File: src/rtl/twisted_ring_counter_if.sv
// Control and status bundle for twisted_ring_counter.
// The slave modport is the counter itself; the master modport is whoever drives it.
interface twisted_ring_counter_if #(
    parameter int unsigned N = 4
);
    localparam int unsigned PW = $clog2(2 * N);

    logic          i_en;
    logic          i_up;
    logic          i_mode;
    logic          i_load;
    logic [N-1:0]  i_load_val;
    logic [N-1:0]  o_q;
    logic [PW-1:0] o_phase;
    logic          o_wrap;
    logic          o_illegal;

    modport master (
        output i_en,
        output i_up,
        output i_mode,
        output i_load,
        output i_load_val,
        input  o_q,
        input  o_phase,
        input  o_wrap,
        input  o_illegal
    );

    modport slave (
        input  i_en,
        input  i_up,
        input  i_mode,
        input  i_load,
        input  i_load_val,
        output o_q,
        output o_phase,
        output o_wrap,
        output o_illegal
    );
endinterface

File: src/rtl/twisted_ring_counter.sv
// Johnson/ring shift counter with direction, load, self-correction, wrap pulse and phase decode.
// Reset is synchronous and active-low.
module twisted_ring_counter #(
    parameter int unsigned N = 4
) (
    input  logic                    i_clk,
    input  logic                    i_rst_n,
    twisted_ring_counter_if.slave   bus
);
    localparam int unsigned PW = $clog2(2 * N);
    localparam logic [N-1:0] ONE = {{(N-1){1'b0}}, 1'b1};

    logic [N-1:0]  r_q;
    logic          r_wrap;
    logic          r_illegal;

    logic [N-1:0]  w_start;
    logic [N-1:0]  w_step;
    logic [N-1:0]  w_q_next;
    logic          w_wrap_next;
    logic          w_illegal_next;
    logic          w_cur_legal;
    logic          w_load_legal;
    logic [PW-1:0] w_phase;
    int unsigned   w_ones;

    // Johnson-legal patterns are 0..01..1 or 1..10..0; each side is a 2^k-1 test.
    function automatic logic f_legal(input logic [N-1:0] v, input logic mode);
        logic [N-1:0] nv;
        nv = ~v;
        if (mode) begin
            return $onehot(v);
        end
        return ((v & (v + ONE)) == '0) || ((nv & (nv + ONE)) == '0);
    endfunction

    function automatic logic [N-1:0] f_step(input logic [N-1:0] v, input logic up,
                                             input logic mode);
        logic [N-1:0] s;
        if (up) begin
            s = {v[N-2:0], (mode ? v[N-1] : ~v[N-1])};
        end else begin
            s = {(mode ? v[0] : ~v[0]), v[N-1:1]};
        end
        return s;
    endfunction

    assign w_start      = bus.i_mode ? ONE : '0;
    assign w_cur_legal  = f_legal(r_q, bus.i_mode);
    assign w_load_legal = f_legal(bus.i_load_val, bus.i_mode);
    assign w_step       = f_step(r_q, bus.i_up, bus.i_mode);

    always_comb begin
        w_q_next       = r_q;
        w_wrap_next    = 1'b0;
        w_illegal_next = 1'b0;
        if (bus.i_load) begin
            if (w_load_legal) begin
                w_q_next = bus.i_load_val;
            end else begin
                w_q_next       = w_start;
                w_illegal_next = 1'b1;
            end
        end else if (bus.i_en) begin
            if (!w_cur_legal) begin
                w_q_next       = w_start;
                w_illegal_next = 1'b1;
            end else begin
                w_q_next    = w_step;
                w_wrap_next = (w_step == w_start);
            end
        end
    end

    always_ff @(posedge i_clk) begin
        if (!i_rst_n) begin
            r_q       <= w_start;
            r_wrap    <= 1'b0;
            r_illegal <= 1'b0;
        end else begin
            r_q       <= w_q_next;
            r_wrap    <= w_wrap_next;
            r_illegal <= w_illegal_next;
        end
    end

    // Phase: set-bit index in ring mode; ones count, or 2N minus ones once the MSB is set.
    always_comb begin
        w_phase = '0;
        w_ones  = 0;
        for (int i = 0; i < int'(N); i++) begin
            w_ones = w_ones + {31'd0, r_q[i]};
        end
        if (w_cur_legal) begin
            if (bus.i_mode) begin
                for (int i = 0; i < int'(N); i++) begin
                    if (r_q[i]) begin
                        w_phase = PW'(i);
                    end
                end
            end else if (!r_q[N-1]) begin
                w_phase = PW'(w_ones);
            end else begin
                w_phase = PW'(2 * N - w_ones);
            end
        end
    end

    assign bus.o_q       = r_q;
    assign bus.o_phase   = w_phase;
    assign bus.o_wrap    = r_wrap;
    assign bus.o_illegal = r_illegal;
endmodule

File: src/flat_wrapper.sv
// flat-port wrapper written by rule: the top's interface ports become plain ports
module twisted_ring_counter_flat 
#(
    parameter int unsigned N = 4
)
  (i_clk, i_rst_n, bus_i_en, bus_i_up, bus_i_mode, bus_i_load, bus_i_load_val, bus_o_q, bus_o_phase, bus_o_wrap, bus_o_illegal);
  twisted_ring_counter_if #(.N(N)) bus_i ();
  input  logic i_clk;
  input  logic i_rst_n;
  input wire logic [$bits(bus_i.i_en)-1:0] bus_i_en;
  input wire logic [$bits(bus_i.i_up)-1:0] bus_i_up;
  input wire logic [$bits(bus_i.i_mode)-1:0] bus_i_mode;
  input wire logic [$bits(bus_i.i_load)-1:0] bus_i_load;
  input wire logic [$bits(bus_i.i_load_val)-1:0] bus_i_load_val;
  output wire logic [$bits(bus_i.o_q)-1:0] bus_o_q;
  output wire logic [$bits(bus_i.o_phase)-1:0] bus_o_phase;
  output wire logic [$bits(bus_i.o_wrap)-1:0] bus_o_wrap;
  output wire logic [$bits(bus_i.o_illegal)-1:0] bus_o_illegal;
  assign bus_i.i_en = bus_i_en;
  assign bus_i.i_up = bus_i_up;
  assign bus_i.i_mode = bus_i_mode;
  assign bus_i.i_load = bus_i_load;
  assign bus_i.i_load_val = bus_i_load_val;
  assign bus_o_q = bus_i.o_q;
  assign bus_o_phase = bus_i.o_phase;
  assign bus_o_wrap = bus_i.o_wrap;
  assign bus_o_illegal = bus_i.o_illegal;
  twisted_ring_counter #(.N(N)) u_core (.i_clk(i_clk), .i_rst_n(i_rst_n), .bus(bus_i));
endmodule
File: config.mk
export PLATFORM = sky130hd
export DESIGN_NAME = twisted_ring_counter_flat
export DESIGN_NICKNAME = d
export VERILOG_FILES = /design/src/rtl/twisted_ring_counter_if.sv /design/src/rtl/twisted_ring_counter.sv /design/src/flat_wrapper.sv
export SDC_FILE = /design/constraint.sdc
export NUM_CORES = 1
export LEC_CHECK = 0
export ABC_AREA = 1
export CORE_UTILIZATION = 45
export CTS_CLUSTER_SIZE = 30
export DETAILED_ROUTE_END_ITERATION = 8
export PLACE_DENSITY = 0.69
export SKIP_CTS_REPAIR_TIMING = 1
export SLEW_MARGIN = 0
export SYNTH_ARGS = -nofsm -noshare
export SYNTH_HDL_FRONTEND = slang
export SYNTH_SLANG_ARGS = --single-unit
export TNS_END_PERCENT = 20
File: constraint.sdc
create_clock -name i_clk -period 7.3 [get_ports i_clk]
set_input_delay 1.46 -clock i_clk [delete_from_list [all_inputs] [get_ports i_clk]]
set_output_delay 1.46 -clock i_clk [all_outputs]
set_load 0.005 [all_outputs]
==> flow_metrics.env, run 1 <==
export IMPL_cp_end_kind="output port"
export IMPL_routabilityCongestion=0.849
export IMPL_dp_hpwl_um=1530
export IMPL_start_kind="input pin"
export IMPL_worstPathCellList="clkdlybuf4s50_1 -> nand3_1 -> nand3_2 -> nand2_4 -> nor3_1 -> clkdlybuf4s50_1"
export IMPL_track_usage_pct=19.6
export IMPL_slowest_delay_ns=0.71
export IMPL_vias=874
export IMPL_cts_root_buffer="clkbuf_4"
export IMPL_hold_violations=0
export IMPL_dr_pass1_iters=4
export IMPL_fin_setup_tns_ns=0
export IMPL_min_delay_path_depth=4
export IMPL_swShare_pct=39.1
export IMPL_max_freq_mhz=211
export IMPL_fin_cells=169
export IMPL_slew_headroom_pct=73.8
export IMPL_tightest_slew_ns=0.391
export IMPL_diodes=0
export IMPL_path_common_cell="clkdlybuf4s50_1"
export IMPL_cellLeakagePower_nw=0.525
export IMPL_hp_class="flop to flop"
export IMPL_status="completed"
export IMPL_ff_latch_area_um2=160
export IMPL_r2r_end="u_core.bus.o_q[1]"
export IMPL_crit_fanout=13
export IMPL_p_seq_share_pct=28.1
export IMPL_power_density_mw_per_mm2=151
export IMPL_rrSetupSlack_ns=4.74
export IMPL_grt_pass1_vias=743
export IMPL_areaGrowthSynthToFinish_pct=26.6
export IMPL_cts_htree_levels=1
export IMPL_wl_um=1860
export IMPL_multi_input_area_um2=634
export IMPL_cts_tree="done"
export IMPL_ant_nets=0
export IMPL_routed_via_density=5.17
export IMPL_clk_pin_slew_ns=0.04
export IMPL_power_frac_comb_pct=52.0
export IMPL_cts_sinks=6
export IMPL_intPower_w=0.000101
export IMPL_rows=15
export IMPL_fin_worst_skew_ns=0.00835
export IMPL_hold_slack_ns=0.923
export IMPL_initial_core_util_pct=49.1
export IMPL_hold_start="u_core.bus.o_q[1]"
export IMPL_required_ns=5.84
export IMPL_dp_cells=165
export IMPL_r2r_cells=9
export IMPL_drive_above_1_share_pct=6.94
export IMPL_hold_path_endpoint="u_core.bus.o_wrap"
export IMPL_grt_overflow=0
export IMPL_rsz0062_at_grt="no"
export IMPL_r2r_start="u_core.bus.o_q[0]"
export IMPL_grt_max_degree=14
export IMPL_cts_buffers=3
export IMPL_ios=19
export IMPL_peakVddDrop_uv=69.9
export IMPL_die_x_um=45.9
export IMPL_min_period_over_period_pct=65.0
export IMPL_min_period_ns=4.74
export IMPL_clkPwrFrac_pct=19.9
export IMPL_drtIter0Drc=27
export IMPL_fin_nets=173
export IMPL_worstSetupPathType="input pin to output port"
export IMPL_synth_cell_area_um2=866
export IMPL_fillers=175
export IMPL_die_y_um=45.9
export IMPL_slowest_stage="clkdlybuf4s50_1"
export IMPL_final_setup_viol_count=0
export IMPL_drv_slew=0
export IMPL_synth_warnings=0
export IMPL_avgSynthCellArea_um2=7.04
export IMPL_power_switching_w=0.0000645
export IMPL_die_area_mm2=0.00210
export IMPL_port_buffers=18
export IMPL_worstPathArrival_ns=3.28
export IMPL_max_clock_path_buffers=2
export IMPL_ys_seq_area_share_pct=18.5
export IMPL_wire_per_inst_um=11.0
export IMPL_clkLatencyLatePin_ns=0.24
export IMPL_grt_pass1_wl_um=3010
export IMPL_synthCells=123
export IMPL_maxCapViolCount=0
export IMPL_antenna_found_initial=0
export IMPL_ys_ff_latch=6
export IMPL_core_area_mm2=0.00176
export IMPL_synth_fp_nets=151
export IMPL_drc=0
export IMPL_synth_distinct_cells=24
==> worst max-delay path by stage <==
| stage | startpoint | endpoint | slack, ns | cells after the start |
|---|---|---|---|---|
| 3_5_place_dp | bus_i_mode | bus_o_phase[2] | 2.55 | 6 |
| 6_report | bus_i_mode | bus_o_phase[2] | 2.56 | 6 |
| 5_1_grt | bus_i_mode | bus_o_phase[2] | 2.44 | 6 |
| 4_1_cts | bus_i_mode | bus_o_phase[2] | 2.56 | 6 |
| 3_3_place_gp | bus_i_mode | bus_o_phase[2] | 2.62 | 6 |
| 2_1_floorplan | u_core.bus.o_q[0] | bus_o_phase[1] | 3.73 | 10 |
==> critical path: cells and delay by family <==
| family | cells | cell delay [ns] |
|---|---|---|
| buffers and inverters | 2 | 1.24 |
| and+or+nand+nor | 4 | 0.59 |
==> power groups by stage <==
stage          clock network [W]  logic [W]  registers (W)
2_1_floorplan                  0  0.0000553      0.0000457
3_3_place_gp                   0  0.0000840      0.0000471
3_5_place_dp                   0  0.0000859      0.0000472
4_1_cts                0.0000335  0.0000862      0.0000465
5_1_grt                0.0000363  0.0000978      0.0000472
6_report               0.0000328  0.0000858      0.0000464
==> synthesized netlist by cell type <==
master     instances  area, um^2
nand2_4            1        11.3
o21ai_0            6        30.0
nand4_1            2        12.5
nor2_2             1        6.26
a21oi_2            1        8.76
nand2_2            1        6.26
a21oi_1            6        30.0
nor2_1            13        48.8
inv_2              1        3.75
nand3b_1           1        7.51
nand2_1           27         101
fa_1               3        60.1
nand3_2            1        10.0
or2_2              1        6.26
o21ai_1            1        5.00
xnor2_1            1        8.76
nand3_1           14        70.1
o2111ai_1          1        8.76
edfxtp_1           4         120
ha_1              15         188
nor3_1             3        15.0
dfxtp_1            2        40.0
buf_4              1        7.51
inv_1             16        60.1
==> cell families (layout without fill, tap and decap cells) <==
| kind of cell | count (synthesis) | in the layout | synth area share [%] |
|---|---|---|---|
| AOI/OAI and AO/OA | 15 | 15 | 9.54 |
| xor gates and xnor gates | 1 | 1 | 1.01 |
| adders and majority gates | 18 | 18 | 28.6 |
| buffers and inverters | 18 | 39 | 8.24 |
| DFF | 6 | 6 | 18.5 |
| and+or+nand+nor | 65 | 65 | 34.1 |
==> routing by layer <==
metal	global-route usage, %	vias up	share of wire (%)
met2	30.1	35	46
li1	-	447	-
met5	0	-	0
met4	5.88	0	0.32
met3	3.17	2	6.1
met1	28.0	390	47
==> through the flow <==
stage / utilization [%] / total power (W) / worst slack [ns] / cell area, um^2
2_1_floorplan: - / 0.000101 / 3.73 / 866
3_3_place_gp: 60.6 / 0.000131 / 2.62 / 1070
3_5_place_dp: 60.6 / 0.000133 / 2.55 / 1070
5_1_grt: 62.1 / 0.000181 / 2.44 / 1100
4_1_cts: 62.1 / 0.000166 / 2.56 / 1100
6_report: 62.1 / 0.000165 / 2.56 / 1100
==> state kept, by name, summed over array words and instances, names as in the netlist <==
register              count
u_core.bus.o_illegal      1
u_core.bus.o_q            4
u_core.bus.o_wrap         1
==> cell type report <==
type                    instances  share of cell area [%]
well taps                      25                    2.85
inverters                      17                    5.82
clock buffers                   4                    2.40
multi-input cells              99                    57.9
repair buffers                 18                    16.4
flip-flops and latches          6                    14.6
==> cell usage in the layout, fill, tap and decap left out, types with 3 or more instances in the layout <==
master / instances
nor3_1: 3
nand2_1: 27
edfxtp_1: 4
inv_1: 16
o21ai_0: 6
nand3_1: 14
nor2_1: 13
clkdlybuf4s50_1: 18
fa_1: 3
clkbuf_4: 3
ha_1: 15
a21oi_1: 6
No activity file was read; power rests on OpenSTA's default activity.
==> run 2: changes to the inputs <==
Settings changed: PLACE_DENSITY 0.69 to 0.72.
Clock period 7.3 ns to 4.1 ns, I/O delays scaled along.
==> flow_metrics.env, run 2 (synthesis gave the netlist of run 1 again) <==
export IMPL_status="completed"
export IMPL_grt_pass1_wl_um=3440
export IMPL_grt_max_degree=13
export IMPL_worstPathArrival_ns=3.01
export IMPL_hold_path_endpoint="u_core.bus.o_wrap"
export IMPL_grt_pass1_vias=807
export IMPL_swShare_pct=39.1
export IMPL_use_met2_pct=41.7
export IMPL_power_density_mw_per_mm2=268
export IMPL_power_switching_w=0.000117
export IMPL_fin_cells=172
export IMPL_path_common_cell="ha_1"
export IMPL_dp_cells=168
export IMPL_track_usage_pct=22.7
export IMPL_cts_buffers=3
export IMPL_fin_nets=176
export IMPL_grt_overflow=0
export IMPL_hold_start="u_core.bus.o_q[2]"
export IMPL_cp_end_kind="output port"
export IMPL_drive_above_1_share_pct=8.84
export IMPL_drv_slew=0
export IMPL_use_met3_pct=5.16
export IMPL_clkPwrFrac_pct=19.2
export IMPL_r2r_cells=10
export IMPL_antenna_found_initial=0
export IMPL_areaGrowthSynthToFinish_pct=29.2
export IMPL_vias=890
export IMPL_pre_cts_slack_ns=0.541
export IMPL_final_setup_viol_count=0
export IMPL_wire_per_inst_um=11.8
export IMPL_cts_sinks=6
export IMPL_largest_reg_flops=4
export IMPL_slowest_stage="clkdlybuf4s50_1"
export IMPL_ios=19
export IMPL_cts_tree="done"
export IMPL_clkLatencyLatePin_ns=0.24
export IMPL_slowest_delay_ns=0.53
export IMPL_wl_um=2020
export IMPL_min_period_over_period_pct=93.3
export IMPL_power_w=0.000300
export IMPL_diodes=0
export IMPL_cellLeakagePower_nw=0.541
export IMPL_routabilityCongestion=0.839
export IMPL_p_seq_share_pct=25.7
export IMPL_intPower_w=0.000183
export IMPL_max_freq_mhz=261
export IMPL_power_frac_comb_pct=55.1
export IMPL_cp_buffers_inverters=2
export IMPL_die_area_mm2=0.00210
export IMPL_clk_pin_slew_ns=0.05
export IMPL_die_x_um=45.9
export IMPL_rrSetupSlack_ns=1.53
export IMPL_dp_hpwl_um=1730
export IMPL_setup_slack_ns=0.275
export IMPL_worstSetupPathType="flop to output port"
export IMPL_slew_headroom_pct=78.2
export IMPL_hp_class="flop to flop"
export IMPL_path_delay_family="adder cells"
export IMPL_start_kind="flop"
export IMPL_min_period_ns=3.83
export IMPL_peakVddDrop_uv=125
export IMPL_tightest_slew_ns=0.323
export IMPL_die_y_um=45.9
export IMPL_dr_pass1_iters=4
export IMPL_mostFrequentLayoutCells="27 x nand2_1, 18 x clkdlybuf4s50_1, 16 x inv_1"
export IMPL_met1_usage_pct=26.8
export IMPL_hold_violations=0
export IMPL_ant_nets=0
export IMPL_min_delay_path_depth=4
export IMPL_drtIter0Drc=30
export IMPL_worstPathCellList="inv_1 -> ha_1 -> ha_1 -> fa_1 -> nor2_1 -> nand3_1 -> nand3_2 -> nand2_4 -> nor3_1 -> clkdlybuf4s50_1"
export IMPL_maxCapViolCount=0
export IMPL_crit_fanout=8
export IMPL_core_area_mm2=0.00176
export IMPL_final_common_cell="nand2_1"
export IMPL_drc=0
export IMPL_cts_root_buffer="clkbuf_4"
export IMPL_r2r_start="u_core.bus.o_q[1]"
export IMPL_initial_core_util_pct=49.1
export IMPL_fin_worst_skew_ns=0.00711
export IMPL_r2r_end="u_core.bus.o_q[0]"
export IMPL_required_ns=3.28
export IMPL_hold_slack_ns=0.805
export IMPL_max_clock_path_buffers=2
export IMPL_fin_setup_tns_ns=0
export IMPL_rows=15
export IMPL_rsz0062_at_grt="no"
export IMPL_grt_busiest_layer="met2"
export IMPL_cts_htree_levels=1
export IMPL_routed_via_density=5.17
export IMPL_port_buffers=18
-- run 2: cell count changes in the layout (fill, tap and decap cells not counted), sizes merged --
cell,change
buf,+3
-- run 2: worst max-delay path by stage --
stage | endpoint | from | cells past startpoint | slack [ns]
after floorplan | bus_o_phase[1] | u_core.bus.o_q[0] | 10 | 1.17
after global placement | u_core.bus.o_q[0] | bus_i_load_val[0] | 11 | 0.66
after detailed placement | bus_o_phase[0] | u_core.bus.o_q[1] | 10 | 0.54
after CTS | bus_o_phase[0] | u_core.bus.o_q[1] | 10 | 0.28
after global routing | bus_o_phase[1] | u_core.bus.o_q[1] | 11 | 0.14
final | bus_o_phase[0] | u_core.bus.o_q[1] | 10 | 0.27
-- run 2: worst reg2reg max path: stages (launching register included) --
cell,delay [ns]
edfxtp_1,0.48
inv_1,0.13
ha_1,0.33
ha_1,0.22
fa_1,0.43
nor2_1,0.11
nand3_1,0.14
a21oi_1,0.26
nand2_1,0.10
nand2_1,0.07
nand2_1,0.06
-- run 2: power by group through the flow --
stage | clock [W] | sequential, W | combinational [W]
2_1_floorplan | 0 | 0.0000814 | 0.0000984
3_3_place_gp | 0 | 0.0000778 | 0.000159
3_5_place_dp | 0 | 0.0000783 | 0.000165
4_1_cts | 0.0000588 | 0.0000773 | 0.000166
5_1_grt | 0.0000652 | 0.0000780 | 0.000186
6_report | 0.0000576 | 0.0000773 | 0.000165
-- run 2: metrics by stage --
| stage | cell area, um^2 | util, % |
|---|---|---|
| finish | 1120 | 63.4 |
| floorplan | 866 | - |
| global placement | 1090 | 61.9 |
| CTS | 1120 | 63.4 |
| detailed placement | 1090 | 61.9 |
| global route | 1120 | 63.4 |
-- run 2: final cells by class --
class                   count  area (um^2)
repair buffers             21          203
fillers                   174          646
clock buffers               4         26.3
multi-input cells          99          634
inverters                  17         63.8
flip-flops and latches      6          160
well taps                  25         31.3
-- run 2: per-layer routing --
layer	routed length [um]	share of wire (%)	vias to the layer above
met1	831	41	402
li1	-	-	454
met3	93	4.6	4
met5	0	0	-
met4	16	0.79	0
met2	1080	53	30
